### config.mk
export PLATFORM = sky130hd
export DESIGN_NAME = mux_4_reg
export DESIGN_NICKNAME = d
export VERILOG_FILES = /design/src/rtl/mux_4_pkg.sv /design/src/rtl/mux_4_comb.sv /design/src/rtl/mux_4_reg.sv
export SDC_FILE = /design/constraint.sdc
export NUM_CORES = 1
export LEC_CHECK = 0
export BUFFER_PORTS_ARGS = -buffer_cell sky130_fd_sc_hd__buf_2
export CELL_PAD_IN_SITES_DETAIL_PLACEMENT = 0
export CELL_PAD_IN_SITES_GLOBAL_PLACEMENT = 2
export CORE_MARGIN = 1.5
export CORE_UTILIZATION = 20
export CTS_CLUSTER_DIAMETER = 100
export DETAILED_ROUTE_END_ITERATION = 7
export PLACE_DENSITY = 0.76
export SYNTH_ARGS = -nofsm -noshare
export SYNTH_HDL_FRONTEND = slang
export SYNTH_SLANG_ARGS = --single-unit
### constraint.sdc
create_clock -name clk -period 0.8 [get_ports clk]
set_input_delay 0.12 -clock clk [delete_from_list [all_inputs] [get_ports clk]]
set_output_delay 0.12 -clock clk [all_outputs]
set_load 0.005 [all_outputs]
### src/rtl/mux_4_pkg.sv
// Shared definitions for the registered 4:1 word multiplexer.
// Holds the default word width, the select type and the named select codes.
package mux_4_pkg;

    localparam int DEF_WIDTH = 16;

    typedef logic [1:0] sel_t;

    localparam sel_t SEL_A = 2'b00;
    localparam sel_t SEL_B = 2'b01;
    localparam sel_t SEL_C = 2'b10;
    localparam sel_t SEL_D = 2'b11;

endpackage : mux_4_pkg

### src/rtl/mux_4_comb.sv
// Purely combinational 4:1 select of WIDTH-bit words, built bit by bit.
// Ternaries on the select bits let an unknown select propagate as X in simulation.
module mux_4_comb
    import mux_4_pkg::*;
#(
    parameter int WIDTH = DEF_WIDTH
) (
    input  logic [0:WIDTH-1] in_a_i,
    input  logic [0:WIDTH-1] in_b_i,
    input  logic [0:WIDTH-1] in_c_i,
    input  logic [0:WIDTH-1] in_d_i,
    input  sel_t             sel_i,
    output logic [0:WIDTH-1] word_o
);

    genvar gi;
    generate
        for (gi = 0; gi < WIDTH; gi++) begin : g_bit
            // sel_i[1] picks the C/D pair, sel_i[0] picks within the pair.
            assign word_o[gi] = sel_i[1] ? (sel_i[0] ? in_d_i[gi] : in_c_i[gi])
                                         : (sel_i[0] ? in_b_i[gi] : in_a_i[gi]);
        end
    endgenerate

endmodule : mux_4_comb

### src/rtl/mux_4_reg.sv
// Registered 4:1 word multiplexer: the selected word appears on out one clk edge later.
// Define MUX_4_REG_PARITY_EN to add a registered XOR-reduction of the word on out_par.
module mux_4_reg
    import mux_4_pkg::*;
#(
    parameter int WIDTH = DEF_WIDTH
) (
    input  logic             clk,
    input  logic             rst_n,
    input  logic [0:WIDTH-1] in_A,
    input  logic [0:WIDTH-1] in_B,
    input  logic [0:WIDTH-1] in_C,
    input  logic [0:WIDTH-1] in_D,
    input  sel_t             select,
    output logic [0:WIDTH-1] out
`ifdef MUX_4_REG_PARITY_EN
    ,
    output logic             out_par
`endif
);

    logic [0:WIDTH-1] out_d;
    logic [0:WIDTH-1] out_q;

    mux_4_comb #(
        .WIDTH (WIDTH)
    ) u_comb (
        .in_a_i (in_A),
        .in_b_i (in_B),
        .in_c_i (in_C),
        .in_d_i (in_D),
        .sel_i  (select),
        .word_o (out_d)
    );

    // Reset is asynchronous so out clears without waiting for a clock edge.
    always_ff @(posedge clk or negedge rst_n) begin
        if (!rst_n) begin
            out_q <= '0;
        end else begin
            out_q <= out_d;
        end
    end

    assign out = out_q;

`ifdef MUX_4_REG_PARITY_EN
    logic par_d;
    logic par_q;

    assign par_d = ^out_d;

    always_ff @(posedge clk or negedge rst_n) begin
        if (!rst_n) begin
            par_q <= 1'b0;
        end else begin
            par_q <= par_d;
        end
    end

    assign out_par = par_q;
`endif

endmodule : mux_4_reg

# ---- Word level (Yosys, flattened, before mapping)
# Cells that the tools add are included.
# W data, S select, Z words.
dict set report totals {
  regBits 16
  in_bits 68
  output_inout_bits 16
  wordCells 49
}
dict set report classes {
  muxes 48
}
# cell count
set op_table {}
lappend op_table {{$mux W1} 48}

# ---- Depth between registers and ports, before layout
dict set report depth {
  ltp_word 2
  mapped_depth 3
  mapped_depth_nobuf 1
}

# ---- By module
# From an unflattened synthesis, not the netlist that was laid out.
dict set report unflattened {
  hier_cells 36
  area_unflattened_um2 824.5
}
# module n_inst cells_per_inst area_per_inst_um2 seq_area_each_um2
set by_module_without_submodules {}
lappend by_module_without_submodules {mux_4_comb 1 20 424.2 0.0}
lappend by_module_without_submodules {mux_4_reg 1 16 400.4 400.4}

# ---- Worst setup path after synthesis
# Ideal clock, no wire load.
dict set report synth_path {
  path_kind {input -> register}
  start {input select[0]}
  end {register out_q, in the netlist out[0]}
  setup_time_ns 0.139
  t_arrival_ns 0.852
  required_ns 0.661
  slack_ns -0.191
  cell_stages 3
  path_buffers 2
  path_cell_list {buf_6 -> buf_12 -> mux4_2}
}
dict set report synth_via {
  elab_chain_len 2
  elab_cells_between_ends 3
  cone_classes {3 x mux}
}
# element line_no
set synth_lines {}
lappend synth_lines {{start: declaration} mux_4_reg.sv:14} ;# input sel_t select,
lappend synth_lines {{$mux W1, on equally long branches} {mux_4_comb.sv:21, mux_4_comb.sv:20}}
lappend synth_lines {{$mux W1 (*)} mux_4_comb.sv:20} ;# assign word_o[gi] = sel_i[1] ? (sel_i[0] ? in_d_i[gi] : in_c_i[gi])
lappend synth_lines {{via out_d (one bit)} mux_4_reg.sv:22} ;# logic [0:WIDTH-1] out_d;
lappend synth_lines {{end signal: assignment} mux_4_reg.sv:41} ;# out_q <= out_d;
lappend synth_lines {{end: declaration} mux_4_reg.sv:23} ;# logic [0:WIDTH-1] out_q;
# The timed path passes the listed nets; every way through them passes the cells marked *.

# ---- Worst setup path after layout
dict set report layout_path {
  start {register out_q, in the netlist out[6]}
  end {output out[6] (netlist bit)}
}
# element line_no
set layout_lines {}
lappend layout_lines {{end: declaration} mux_4_reg.sv:15} ;# output logic [0:WIDTH-1] out
# No word-level cell between the ends.

==> results.py <==
metrics = {
    "die": {
        "ios": 84,
        "die_w_microns": 67.2,
        "initial_core_util_pct": 20.8,
        "rows": 23,
        "core_area_sq_um": 3970,
        "dieArea_sq_um": 4520,
        "die_y_microns": 67.2,
    },
    "finish": {
        "antenna_cells": 0,
        "areaGrowthSynthToFinish_pct": 68.0,
        "largest_register_ffs": 16,
        "fin_cells": 173,
        "num-nets-final": 193,
        "drive_gt1_share_pct": 85.4,
    },
    "setup_path": {
        "crit_chain": "buf_2",
        "critPathLaunchType": "register",
        "required_ns": 0.68,
        "worst-path-stages": 1,
        "critical-path-slowest-cell": "dfrtp_1",
        "cp_max_fo": 1,
        "crit_end": "out[6]",
        "crit_arrival_ns": 0.73,
        "crit_buf_inv": 1,
        "critPathCaptureType": "output port",
        "crit_family": "flip-flops",
        "crit_start": "out[6]",
        "critPathKind": "register to output port",
        "max_stage_delay_ns": 0.37,
    },
    "run_status": {
        "violations": "negative setup slack",
        "status": "complete, but fails checks",
    },
    "global_routing": {
        "grt_pass1_vias": 765,
        "grt_max_degree": 17,
        "gr-total-overflow": 0,
        "grt_usage_pct": 10.0,
        "antenna_found_initial": 0,
        "grt_pass1_wl_mm": 3.42,
    },
    "power_and_ir_drop": {
        "p_leak_uw": 0.000687,
        "finalPower_uw": 2000,
        "swShare_pct": 22.0,
        "pwr-share-comb_pct": 25.5,
        "ir_drop_mv": 0.481,
        "seqPwrFrac_pct": 45.4,
        "p_sw_uw": 440,
        "power_frac_clock_pct": 29.1,
        "pwr_density_cell_nw_per_um2": 1440,
        "internal_power_uw": 1560,
    },
    "logic_synthesis": {
        "ys_ff_latch": 16,
        "ys_seq_area_share_pct": 48.6,
        "async_reset_ff_share_pct": 100,
        "ys.warnings.count": 0,
        "synthFlopType": "dfrtp_1",
        "yosysMostFrequentCell": "dfrtp_1",
        "synth_nets": 104,
        "synthCells": 36,
        "synth_area_leaders": "dfrtp_1 49%, mux4_2 27%, mux4_1 19%, buf_12 2.4%, buf_6 1.4%",
        "yosys.cell_types.count": 6,
        "syn_avg_cell_area_sq_um": 22.9,
        "synth_area_leader_cell": "dfrtp_1",
        "synth_top_area_share_pct": 48.6,
        "synth_commonest_cells": "16 x dfrtp_1, 10 x mux4_2, 6 x mux4_1",
        "synth-edff-count": 0,
        "synth_area_sq_um": 825,
    },
    "min_path": {
        "whs_path_depth": 2,
        "hp-class": "primary input to register",
    },
    "drt": {
        "avgViaCountPerCell": 4.17,
        "drt_iter0_drc": 35,
        "vias": 722,
        "routed_wl_mm": 2.46,
        "ant_nets": 0,
        "drc": 0,
        "wl_per_cell_microns": 14.2,
        "dr.pass1.iters": 4,
    },
    "job": {
        "maxCapViolations": 0,
    },
    "cts": {
        "post-cts-setup-buffers": 0,
        "cts_made_buffers": 3,
        "clockBufferDepth": 2,
        "htreeDepth": 1,
        "cts_tree": "built",
        "clockRootBuffer": "clkbuf_8",
        "clock_sinks": 16,
        "cts.clk_slew.worst_paths_ns": 0.06,
    },
    "sta": {
        "hold_viol": 0,
        "clock.fmax_mhz": 1170,
        "worst_slack_ns": -0.0530,
        "rsz0062_at_grt": "true",
        "period_share_pct": 107,
        "maxSlewViolCount": 0,
        "relSlewSlack_pct": 76.3,
        "fin_crit_ns": 0.853,
        "setup_viol": 16,
        "worstMarginPinSlew_ns": 0.356,
    },
    "placed_design": {
        "dp.cells": 168,
        "gp_congestion": 0.607,
        "place.port_buffers": 83,
        "post-place-ws_ns": -0.307,
    },
}
logic make-up (layout without fill, tap and decap cells):
logic type / Yosys count / after routing / share of synthesized area, %
buf+inv: 4 / 91 / 5.01
flops: 16 / 16 / 48.6
mux: 16 / 16 / 46.4
cell type report:
cell class / instances / area (sq um)
repair buffers: 88 / 517
flip-flops and latches: 16 / 400
clock buffers: 3 / 41.3
multi-input cells: 16 / 364
well taps: 50 / 62.6
fillers: 426 / 2590
worst min-delay path by stage:
stage / start / end / slack (ns)
floorplan: rst_n / out[0] / -0.18
CTS: in_A[2] / out[2] / 0.18
finish: in_D[11] / out[11] / 0.19
global route: in_C[5] / out[5] / 0.19
detailed placement: rst_n / out[8] / 0.05
global placement: rst_n / out[0] / 0.05
power groups by stage:
stage | Clock (uW) | Combinational (uW) | Sequential, uW
CTS | 618 | 498 | 910
finish | 582 | 510 | 908
global route | 655 | 560 | 918
floorplan | 0 | 187 | 939
global placement | 0 | 475 | 925
detailed placement | 0 | 490 | 926
what timing repair did:
| action | CTS | global route |
|---|---|---|
| endpoints found under the hold margin | 16 | 0 |
| resized for setup | 2 | 5 |
| hold buffers | 1 | 0 |
| endpoints found under the setup margin | 31 | 24 |
| gates cloned | 0 | 1 |
layer usage:
metal,up-vias,wire (microns),GRT usage (%)
li1,327,-,-
met1,353,926,12.6
met2,40,1320,17.2
met3,2,189,1.67
met4,0,25,3.83
met5,-,0,0
through the flow:
| stage | utilization (%) | area (sq um) | setup TNS, ns | hold slack, ns |
|---|---|---|---|---|
| 2_1_floorplan | - | 833 | -2.14 | -0.176 |
| 3_3_place_gp | 33.3 | 1320 | -4.18 | 0.0466 |
| 3_5_place_dp | 33.3 | 1320 | -4.54 | 0.0501 |
| 4_1_cts | 34.5 | 1370 | -0.858 | 0.176 |
| 5_1_grt | 34.9 | 1390 | -1.20 | 0.188 |
| 6_report | 34.9 | 1390 | -0.617 | 0.194 |
cells in the final DEF (no fill, tap or decap):
| cell type | count |
|---|---|
| clkbuf_16 | 1 |
| dfrtp_1 | 16 |
| clkbuf_8 | 3 |
| buf_2 | 82 |
| buf_12 | 3 |
| mux4_1 | 1 |
| mux4_2 | 15 |
| buf_6 | 1 |
| dlygate4sd3_1 | 1 |
No activity file was read; power rests on OpenSTA's default activity.
